[src/rtl/i2c_pkg.sv]
// Shared definitions for the I2C register-init sequencer: FSM states and the
// layout of one {reg_addr, data} table entry.
package i2c_pkg;

   typedef enum logic [3:0] {
      ST_IDLE,
      ST_FETCH,
      ST_LATCH,
      ST_REQ,
      ST_WAIT,
      ST_GAP,
      ST_RETRY,
      ST_GAP_R,
      ST_DONE,
      ST_FAIL
   } state_t;

   localparam int ENTRY_W  = 24;
   localparam int ADDR_MSB = 23;
   localparam int ADDR_LSB = 8;
   localparam int DATA_MSB = 7;
   localparam int DATA_LSB = 0;

   function automatic logic [15:0] entry_addr(input logic [ENTRY_W-1:0] e);
      return e[ADDR_MSB:ADDR_LSB];
   endfunction

   function automatic logic [7:0] entry_data(input logic [ENTRY_W-1:0] e);
      return e[DATA_MSB:DATA_LSB];
   endfunction

endpackage

[src/rtl/i2c_cfg_seq_if.sv]
// Bus between the init sequencer (master) and the I2C byte driver (slave).
interface i2c_cfg_seq_if;

   logic [15:0] iic_addr;
   logic        wr_req;
   logic [7:0]  wr_data;
   logic [5:0]  wr_byte_num;
   logic        rd_req;
   logic        req_new_byte;
   logic        curr_work_done;
   logic        iic_error;

   modport master (
      output iic_addr, wr_req, wr_data, wr_byte_num, rd_req,
      input  req_new_byte, curr_work_done, iic_error
   );

   modport slave (
      input  iic_addr, wr_req, wr_data, wr_byte_num, rd_req,
      output req_new_byte, curr_work_done, iic_error
   );

endinterface

[src/rtl/i2c_cfg_seq.sv]
// Register-init sequencer: walks the ROM table, issues one single-byte write
// per entry, waits a post-write gap, retries NACKs and reports done/fail.
module i2c_cfg_seq
   import i2c_pkg::*;
#(
   parameter int CMD_NUM    = 16,
   parameter int ROM_AW     = 4,
   parameter int GAP_CYCLES = 250_000,
   parameter int MAX_RETRY  = 3
) (
   input  logic               clk,
   input  logic               rst_n,
   input  logic               i_start,
   output logic               o_busy,
   output logic               o_done,
   output logic               o_fail,
   output logic [ROM_AW-1:0]  o_fail_idx,
   output logic [ROM_AW-1:0]  o_rom_addr,
   input  logic [ENTRY_W-1:0] i_rom_data,
   i2c_cfg_seq_if.master      iic
);

   localparam int GW = $clog2(GAP_CYCLES + 1);
   localparam int RW = (MAX_RETRY > 0) ? $clog2(MAX_RETRY + 1) : 1;

   localparam logic [GW-1:0]     GAP_LAST  = GW'(GAP_CYCLES - 1);
   localparam logic [RW-1:0]     RETRY_MAX = RW'(MAX_RETRY);
   localparam logic [ROM_AW-1:0] LAST_IDX  = ROM_AW'(CMD_NUM - 1);

   state_t              r_state;
   logic [ROM_AW-1:0]   r_index;
   logic [RW-1:0]       r_retry;
   logic [GW-1:0]       r_gap;
   logic [ROM_AW-1:0]   r_fail_idx;
   logic [15:0]         r_iic_addr;
   logic [7:0]          r_wr_data;
   logic                r_wr_req;
   logic                r_done;
   logic                r_fail;
   logic                r_done_d1, r_done_d2;
   logic                r_err_d1, r_err_d2;
   logic                w_done_rise;
   logic                w_err_rise;

   // Driver status levels last many clocks; only their rising edges count.
   assign w_done_rise = r_done_d1 & ~r_done_d2;
   assign w_err_rise  = r_err_d1  & ~r_err_d2;

   // NOTE: every register below uses non-blocking assignment so all updates in a clock see the same pre-edge values.
   always_ff @(posedge clk or negedge rst_n) begin
      if (!rst_n) begin
         r_state    <= ST_IDLE;
         r_index    <= '0;
         r_retry    <= '0;
         r_gap      <= '0;
         r_fail_idx <= '0;
         r_iic_addr <= '0;
         r_wr_data  <= '0;
         r_wr_req   <= 1'b0;
         r_done     <= 1'b0;
         r_fail     <= 1'b0;
         r_done_d1  <= 1'b0;
         r_done_d2  <= 1'b0;
         r_err_d1   <= 1'b0;
         r_err_d2   <= 1'b0;
      end else begin
         r_done_d1 <= iic.curr_work_done;
         r_done_d2 <= r_done_d1;
         r_err_d1  <= iic.iic_error;
         r_err_d2  <= r_err_d1;

         r_wr_req <= 1'b0;
         r_done   <= 1'b0;
         r_fail   <= 1'b0;

         case (r_state)
            ST_IDLE: begin
               if (i_start) begin
                  r_index    <= '0;
                  r_retry    <= '0;
                  r_fail_idx <= '0;
                  r_state    <= ST_FETCH;
               end
            end
            ST_FETCH: r_state <= ST_LATCH;
            ST_LATCH: begin
               r_iic_addr <= entry_addr(i_rom_data);
               r_wr_data  <= entry_data(i_rom_data);
               r_wr_req   <= 1'b1;
               r_state    <= ST_REQ;
            end
            ST_REQ: r_state <= ST_WAIT;
            ST_WAIT: begin
               if (w_err_rise) begin
                  r_state <= ST_RETRY;
               end else if (w_done_rise) begin
                  r_gap   <= '0;
                  r_state <= ST_GAP;
               end
            end
            ST_GAP: begin
               if (r_gap == GAP_LAST) begin
                  if (r_index == LAST_IDX) begin
                     r_done  <= 1'b1;
                     r_state <= ST_DONE;
                  end else begin
                     r_index <= r_index + ROM_AW'(1);
                     r_retry <= '0;
                     r_state <= ST_FETCH;
                  end
               end else begin
                  r_gap <= r_gap + GW'(1);
               end
            end
            ST_RETRY: begin
               // Hold off until the driver has released its error level.
               if (!r_err_d1) begin
                  if (r_retry == RETRY_MAX) begin
                     r_fail     <= 1'b1;
                     r_fail_idx <= r_index;
                     r_state    <= ST_FAIL;
                  end else begin
                     r_retry <= r_retry + RW'(1);
                     r_gap   <= '0;
                     r_state <= ST_GAP_R;
                  end
               end
            end
            ST_GAP_R: begin
               if (r_gap == GAP_LAST) begin
                  r_wr_req <= 1'b1;
                  r_state  <= ST_REQ;
               end else begin
                  r_gap <= r_gap + GW'(1);
               end
            end
            ST_DONE: r_state <= ST_IDLE;
            ST_FAIL: r_state <= ST_IDLE;
            default: r_state <= ST_IDLE;
         endcase
      end
   end

   assign o_busy     = (r_state != ST_IDLE);
   assign o_done     = r_done;
   assign o_fail     = r_fail;
   assign o_fail_idx = r_fail_idx;
   assign o_rom_addr = r_index;

   assign iic.iic_addr    = r_iic_addr;
   assign iic.wr_req      = r_wr_req;
   assign iic.wr_data     = r_wr_data;
   assign iic.wr_byte_num = 6'd0;
   assign iic.rd_req      = 1'b0;

endmodule

[src/flat_wrapper.sv]
// flat-port wrapper written by rule: the top's interface ports become plain ports
module i2c_cfg_seq_flat import i2c_pkg::*;
#(
   parameter int CMD_NUM    = 16,
   parameter int ROM_AW     = 4,
   parameter int GAP_CYCLES = 250_000,
   parameter int MAX_RETRY  = 3
)
  (clk, rst_n, i_start, o_busy, o_done, o_fail, o_fail_idx, o_rom_addr, i_rom_data, iic_iic_addr, iic_wr_req, iic_wr_data, iic_wr_byte_num, iic_rd_req, iic_req_new_byte, iic_curr_work_done, iic_iic_error);
  i2c_cfg_seq_if iic_i ();
  input  logic clk;
  input  logic rst_n;
  input  logic i_start;
  output logic o_busy;
  output logic o_done;
  output logic o_fail;
  output logic [ROM_AW-1:0] o_fail_idx;
  output logic [ROM_AW-1:0] o_rom_addr;
  input  logic [ENTRY_W-1:0] i_rom_data;
  output wire logic [$bits(iic_i.iic_addr)-1:0] iic_iic_addr;
  output wire logic [$bits(iic_i.wr_req)-1:0] iic_wr_req;
  output wire logic [$bits(iic_i.wr_data)-1:0] iic_wr_data;
  output wire logic [$bits(iic_i.wr_byte_num)-1:0] iic_wr_byte_num;
  output wire logic [$bits(iic_i.rd_req)-1:0] iic_rd_req;
  input wire logic [$bits(iic_i.req_new_byte)-1:0] iic_req_new_byte;
  input wire logic [$bits(iic_i.curr_work_done)-1:0] iic_curr_work_done;
  input wire logic [$bits(iic_i.iic_error)-1:0] iic_iic_error;
  assign iic_iic_addr = iic_i.iic_addr;
  assign iic_wr_req = iic_i.wr_req;
  assign iic_wr_data = iic_i.wr_data;
  assign iic_wr_byte_num = iic_i.wr_byte_num;
  assign iic_rd_req = iic_i.rd_req;
  assign iic_i.req_new_byte = iic_req_new_byte;
  assign iic_i.curr_work_done = iic_curr_work_done;
  assign iic_i.iic_error = iic_iic_error;
  i2c_cfg_seq #(.CMD_NUM(CMD_NUM), .ROM_AW(ROM_AW), .GAP_CYCLES(GAP_CYCLES), .MAX_RETRY(MAX_RETRY)) u_core (.clk(clk), .rst_n(rst_n), .i_start(i_start), .o_busy(o_busy), .o_done(o_done), .o_fail(o_fail), .o_fail_idx(o_fail_idx), .o_rom_addr(o_rom_addr), .i_rom_data(i_rom_data), .iic(iic_i));
endmodule
[config.mk]
export PLATFORM = sky130hd
export DESIGN_NAME = i2c_cfg_seq_flat
export DESIGN_NICKNAME = d
export VERILOG_FILES = /design/src/rtl/i2c_pkg.sv /design/src/rtl/i2c_cfg_seq_if.sv /design/src/rtl/i2c_cfg_seq.sv /design/src/flat_wrapper.sv
export SDC_FILE = /design/constraint.sdc
export NUM_CORES = 1
export LEC_CHECK = 0
export CORE_MARGIN = 2
export CORE_UTILIZATION = 35
export DETAILED_ROUTE_END_ITERATION = 8
export SLEW_MARGIN = 20
export SYNTH_ARGS = -nofsm -noshare
export SYNTH_HDL_FRONTEND = slang
export SYNTH_SLANG_ARGS = --single-unit
[constraint.sdc]
create_clock -name clk -period 5 [get_ports clk]
set_input_delay 1.5 -clock clk [delete_from_list [all_inputs] [get_ports clk]]
set_output_delay 1.5 -clock clk [all_outputs]
set_load 0.01 [all_outputs]
==> flow_summary.ini, run 1 <==
[status]
status = finished, final reports clean

[cts]
postCtsSetupBuffers = 0
clockBufferDepth = 2
cts_buffers = 9
cts_hold_buf = 0
root_buffer = clkbuf_8
cts_sinks = 63
clkLatencyLatePin_ns = 0.33
cts_tree = done
cts_resized = 0
path_clk_slew_ns = 0.06
htreeDepth = 3

[setup_path]
crit_cells = 3
worst_ep_required_time_ns = 3.50
critical-path-slowest-cell = dfrtp_1
startpoint = u_core.r_state[1]
max_stage_delay_ns = 0.55
critPathCaptureType = primary output
r2r-start = u_core.r_state[2]
r2r_slack_ns = 2.54
crit_family = buffers and inverters
worstPathCellList = nor4_1 -> inv_1 -> clkdlybuf4s50_1
start_kind = flop
critPathArrivalTime_ns = 1.99
ff2ff_path_depth = 5
endpoint = o_busy
r2r_end = u_core.o_rom_addr[3]
crit_type = flop to primary output
cp_max_fo = 16
cp_num_buf_inv = 2

[run]
drv_cap = 0

[floorplan]
io_pins = 73
dieArea_um2 = 9650
dieWidth_um = 98.3
start_util = 0.358
row_count = 34
fp.dieH_um = 98.3
core_area_um2 = 8680

[drt]
dr.pass1.iters = 4
ant_nets = 0
wire_per_inst_um = 14.2
vias = 2392
drt_iter0_drc = 162
wl_um = 6560
drcViolationCount = 0
viasPerCell = 5.18

[timing]
worstMarginPinSlew_ns = 0.729
fmax_mhz = 287
min_period_ns = 3.49
fin_crit_sh = 0.697
setup_viol = 0
tns_ns = 0
grt_setup_unrepaired = no
maxSlewViolCount = 0
finalHoldViolCount = 0
clock-skew-final_ns = 0.00711
max_slew_margin = 0.507

[cells_and_area]
area_growth_pct = 28.3
mostFrequentLayoutCells = clkdlybuf4s50_1, dfrtp_1, mux2_2
nets = 382
fin_area_um2 = 3990
drive_gt1_frac = 0.164
diodes = 0

[global_routing]
grt_max_degree = 45
track_usage = 0.141
overflow = 0
grt_pass1_wl_um = 11200
antenna_found_initial = 0
grt_pass1_vias = 2324

[placement]
gp_congestion = 0.752
dpl_cell_area_um2 = 3790
hpwl_um = 4570
io_buffers = 64

[logic_synthesis]
syn_area_per_cell_um2 = 10.8
ys.warnings.count = 0
ys_top_cells_by_area = dfrtp_1, mux2_2, o21ai_0
syn_inst = 287
synth_top_cell_area_share = 0.507
synth_seq_cells = 63
synth-async-reset-ratio = 1.00
synth_area_um2 = 3110
synth_area_leader_cell = dfrtp_1
synth_ff_type = dfrtp_1
synth_edf_count = 0
seq_area_frac_synth = 0.507
synth_cell_types = 54

[worst_hold_path]
hold_path_class = flop to flop

[power_and_ir_drop]
p_leak_nw = 1.66
irDropWorstVdd_mv = 0.189
p_total_w = 0.00203
power_density_nw_per_um2 = 510
-- kinds of logic after synthesis --
group	after synthesis	share of synthesized area
and+or+nand+nor	98	0.189
DFF	63	0.507
AOI/OAI and AO/OA	62	0.124
muxes	31	0.110
buffers and inverters	29	0.0559
adders and majority gates	3	0.0121
other	1	0.00121
-- registers in the layout (all words and copies together), names as in the netlist, 2 cells and up --
name	flops
u_core.r_retry	2
u_core.iic.wr_data	8
u_core.r_gap	18
u_core.o_fail_idx	4
u_core.iic.iic_addr	16
u_core.r_state	4
u_core.o_rom_addr	4
-- per-stage QoR --
| stage | setup slack (ns) | hold WS (ns) | std cells | utilization |
|---|---|---|---|---|
| 5_1_grt | 1.39 | 0.407 | 462 | 0.460 |
| 3_5_place_dp | 1.64 | 0.367 | 446 | 0.436 |
| 2_1_floorplan | 2.22 | 0.355 | 293 | - |
| 3_3_place_gp | 1.68 | 0.363 | 446 | 0.436 |
| 4_1_cts | 1.51 | 0.382 | 462 | 0.459 |
| 6_report | 1.51 | 0.378 | 462 | 0.460 |
-- power by group --
group | internal [W] | switching [W]
Clock | 0.000234 | 0.000188
Combinational | 0.000451 | 0.000354
Sequential | 0.000665 | 0.000143
-- layout make-up --
class	instances	area, um^2
sequential	63	1580
tap	108	135
fill	840	4690
clock buffer	14	183
inverter	7	26.3
clock inverter	2	12.5
timing repair buffer	67	661
multi-input combinational	201	1400
-- cell usage after synthesis (4+ instances only) --
| library cell | count |
|---|---|
| a31oi_1 | 6 |
| mux2_2 | 26 |
| mux2i_1 | 5 |
| o21ai_0 | 25 |
| clkbuf_1 | 6 |
| inv_1 | 7 |
| buf_2 | 4 |
| nand2_1 | 18 |
| dfrtp_1 | 63 |
| nor3b_1 | 4 |
| buf_6 | 4 |
| nor2_1 | 13 |
| nand3_1 | 19 |
| nand4_1 | 10 |
| buf_4 | 8 |
| a21oi_1 | 9 |
-- metal layers --
| layer | wire length, um | global-route usage | vias up |
|---|---|---|---|
| met5 | 0 | 0 | - |
| li1 | - | - | 1167 |
| met3 | 280 | 0.0429 | 2 |
| met4 | 17 | 0.0316 | 0 |
| met2 | 3270 | 0.233 | 47 |
| met1 | 3000 | 0.184 | 1176 |
-- worst min-delay path by stage --
stage,slack (ns),endpoint,cells past startpoint,start
final,0.38,u_core.r_done_d2,0,u_core.r_done_d1
after global routing,0.41,u_core.r_done_d2,0,u_core.r_done_d1
after CTS,0.38,u_core.r_done_d2,0,u_core.r_done_d1
after detailed placement,0.37,u_core.r_done_d2,0,u_core.r_done_d1
after global placement,0.36,u_core.r_done_d2,0,u_core.r_done_d1
after floorplan,0.35,u_core.r_done_d2,0,u_core.r_done_d1
Power figures use the tool's default switching activity.
==> run 2: changes to the inputs <==
- clock period: 5 -> 3.49 ns (I/O delays scaled with it)
==> run 2 against run 1 <==
Against the previous run: final cell count rose by 1.1%; critical path depth did not move; combinational power rose by 49%; hold slack got worse by 0.0015 ns; cell area rose by 0.60%; flip-flop and latch count did not move; count of clock-buffer cells in the layout fell by 3; register-to-register slack got worse by 1.3 ns; clock power rose by 43%; routed wire length rose by 0.58%; power rose by 45%; largest power group is now combinational logic.
==> flow_summary.ini, run 2 (synthesized netlist as in run 1, its figures left out) <==
[drt]
drcViolationCount = 0
drt_iter0_drc = 118
dr.pass1.iters = 4
viasPerCell = 5.14
vias = 2401
wire_per_inst_um = 14.1
ant_nets = 0
wl_um = 6600

[run]
drv_cap = 0

[power_and_ir_drop]
swShare = 0.339
p_leak_nw = 1.67
irDropWorstVdd_mv = 0.313
power_density_nw_per_um2 = 734
p_switching_w = 0.000999
p_total_w = 0.00295
seqPwrFrac = 0.387
intPower_w = 0.00195
power_frac_comb = 0.408
clock_power_share = 0.205

[floorplan]
dieWidth_um = 98.3
core_area_um2 = 8680
io_pins = 73
start_util = 0.358
row_count = 34
dieArea_um2 = 9650
fp.dieH_um = 98.3

[timing]
worstMarginPinSlew_ns = 0.627
finalHoldViolCount = 0
fin_hold_ws_ns = 0.376
grt_setup_unrepaired = no
setup_viol = 0
maxSlewViolCount = 0
min_period_ns = 3.06
fmax_mhz = 326
fin_crit_sh = 0.878
max_slew_margin = 0.582
tns_ns = 0
clock-skew-final_ns = 0.0111

[setup_path]
cp_max_fo = 16
r2r-start = u_core.r_state[2]
r2r_slack_ns = 1.28
start_kind = flop
ff2ff_path_depth = 6
max_stage_delay_ns = 0.55
critical-path-slowest-cell = dfrtp_1
critPathCaptureType = primary output
crit_type = flop to primary output
r2r_end = u_core.r_retry[0]
worst_ep_required_time_ns = 2.44
critPathArrivalTime_ns = 2.02
worstPathCellList = nor4_1 -> inv_1 -> clkdlybuf4s50_1

[placement]
gp_congestion = 0.750
hpwl_um = 4680
io_buffers = 64
dpl_cell_area_um2 = 3820

[cts]
root_buffer = clkbuf_8
path_clk_slew_ns = 0.07
cts_hold_buf = 0
cts_buffers = 9
cts_resized = 0
clockBufferDepth = 2
cts_tree = done
postCtsSetupBuffers = 0
clkLatencyLatePin_ns = 0.33
htreeDepth = 3
cts_sinks = 63

[status]
status = finished, final reports clean

[cells_and_area]
regMostFlops = u_core.r_gap
multi_input_area_um2 = 1390
nFillCells = 835
mostFrequentLayoutCells = clkdlybuf4s50_1, dfrtp_1, mux2_2
largest_reg_flops = 18
drive_gt1_frac = 0.170
diodes = 0
seq_area_um2 = 1580
area_growth_pct = 29.1
fin_area_um2 = 4010
nets = 387

[worst_hold_path]
min_to = u_core.r_done_d2
worstHoldStart = u_core.r_done_d1
hold_depth = 0
hold_path_class = flop to flop

[global_routing]
grt_pass1_wl_um = 11300
track_usage = 0.145
overflow = 0
grt_pass1_vias = 2265
antenna_found_initial = 0
grt_max_degree = 30
run 2: worst max-delay path: cells and delay by family, from the launching register on:
kind,cells,cell delay (ns)
buffers and inverters,2,0.61
flip-flops,1,0.55
AND/OR/NAND/NOR,1,0.52
run 2: worst max-delay path by stage:
| stage | startpoint | to | slack, ns |
|---|---|---|---|
| finish | u_core.r_state[1] | o_busy | 0.43 |
| global route | u_core.r_state[1] | o_busy | 0.27 |
| CTS | u_core.r_state[1] | o_busy | 0.40 |
| detailed placement | u_core.r_state[1] | o_busy | 0.77 |
| global placement | u_core.r_state[1] | o_busy | 0.78 |
| floorplan | i_start | u_core.r_retry[0] | 1.16 |
run 2: power by group through the flow:
| stage | Sequential (W) | Combinational, W | Clock, W |
|---|---|---|---|
| 6_report | 0.00114 | 0.00120 | 0.000604 |
| 5_1_grt | 0.00118 | 0.00131 | 0.000664 |
| 4_1_cts | 0.00115 | 0.00121 | 0.000626 |
| 3_5_place_dp | 0.00116 | 0.00121 | 0 |
| 3_3_place_gp | 0.00115 | 0.00119 | 0 |
| 2_1_floorplan | 0.00118 | 0.000648 | 0 |
run 2: routing by layer:
metal	up-vias	global-route usage	routed length [um]
met4	0	0.0390	39
met2	60	0.223	3210
li1	1176	-	-
met3	4	0.0458	322
met5	-	0	0
met1	1161	0.201	3030
run 2: per-stage QoR:
step	cells	util	setup WS, ns
4_1_cts	467	0.463	0.397
3_5_place_dp	451	0.441	0.773
3_3_place_gp	451	0.441	0.782
5_1_grt	467	0.463	0.269
2_1_floorplan	293	-	1.16
6_report	467	0.463	0.426
run 2: layout make-up:
cell class / count / share of cell area
multi-input cells: 201 / 0.346
repair buffers: 72 / 0.173
well taps: 108 / 0.0337
inverters: 7 / 0.00655
clock inverters: 5 / 0.0147
flip-flops and latches: 63 / 0.393
clock buffers: 11 / 0.0327
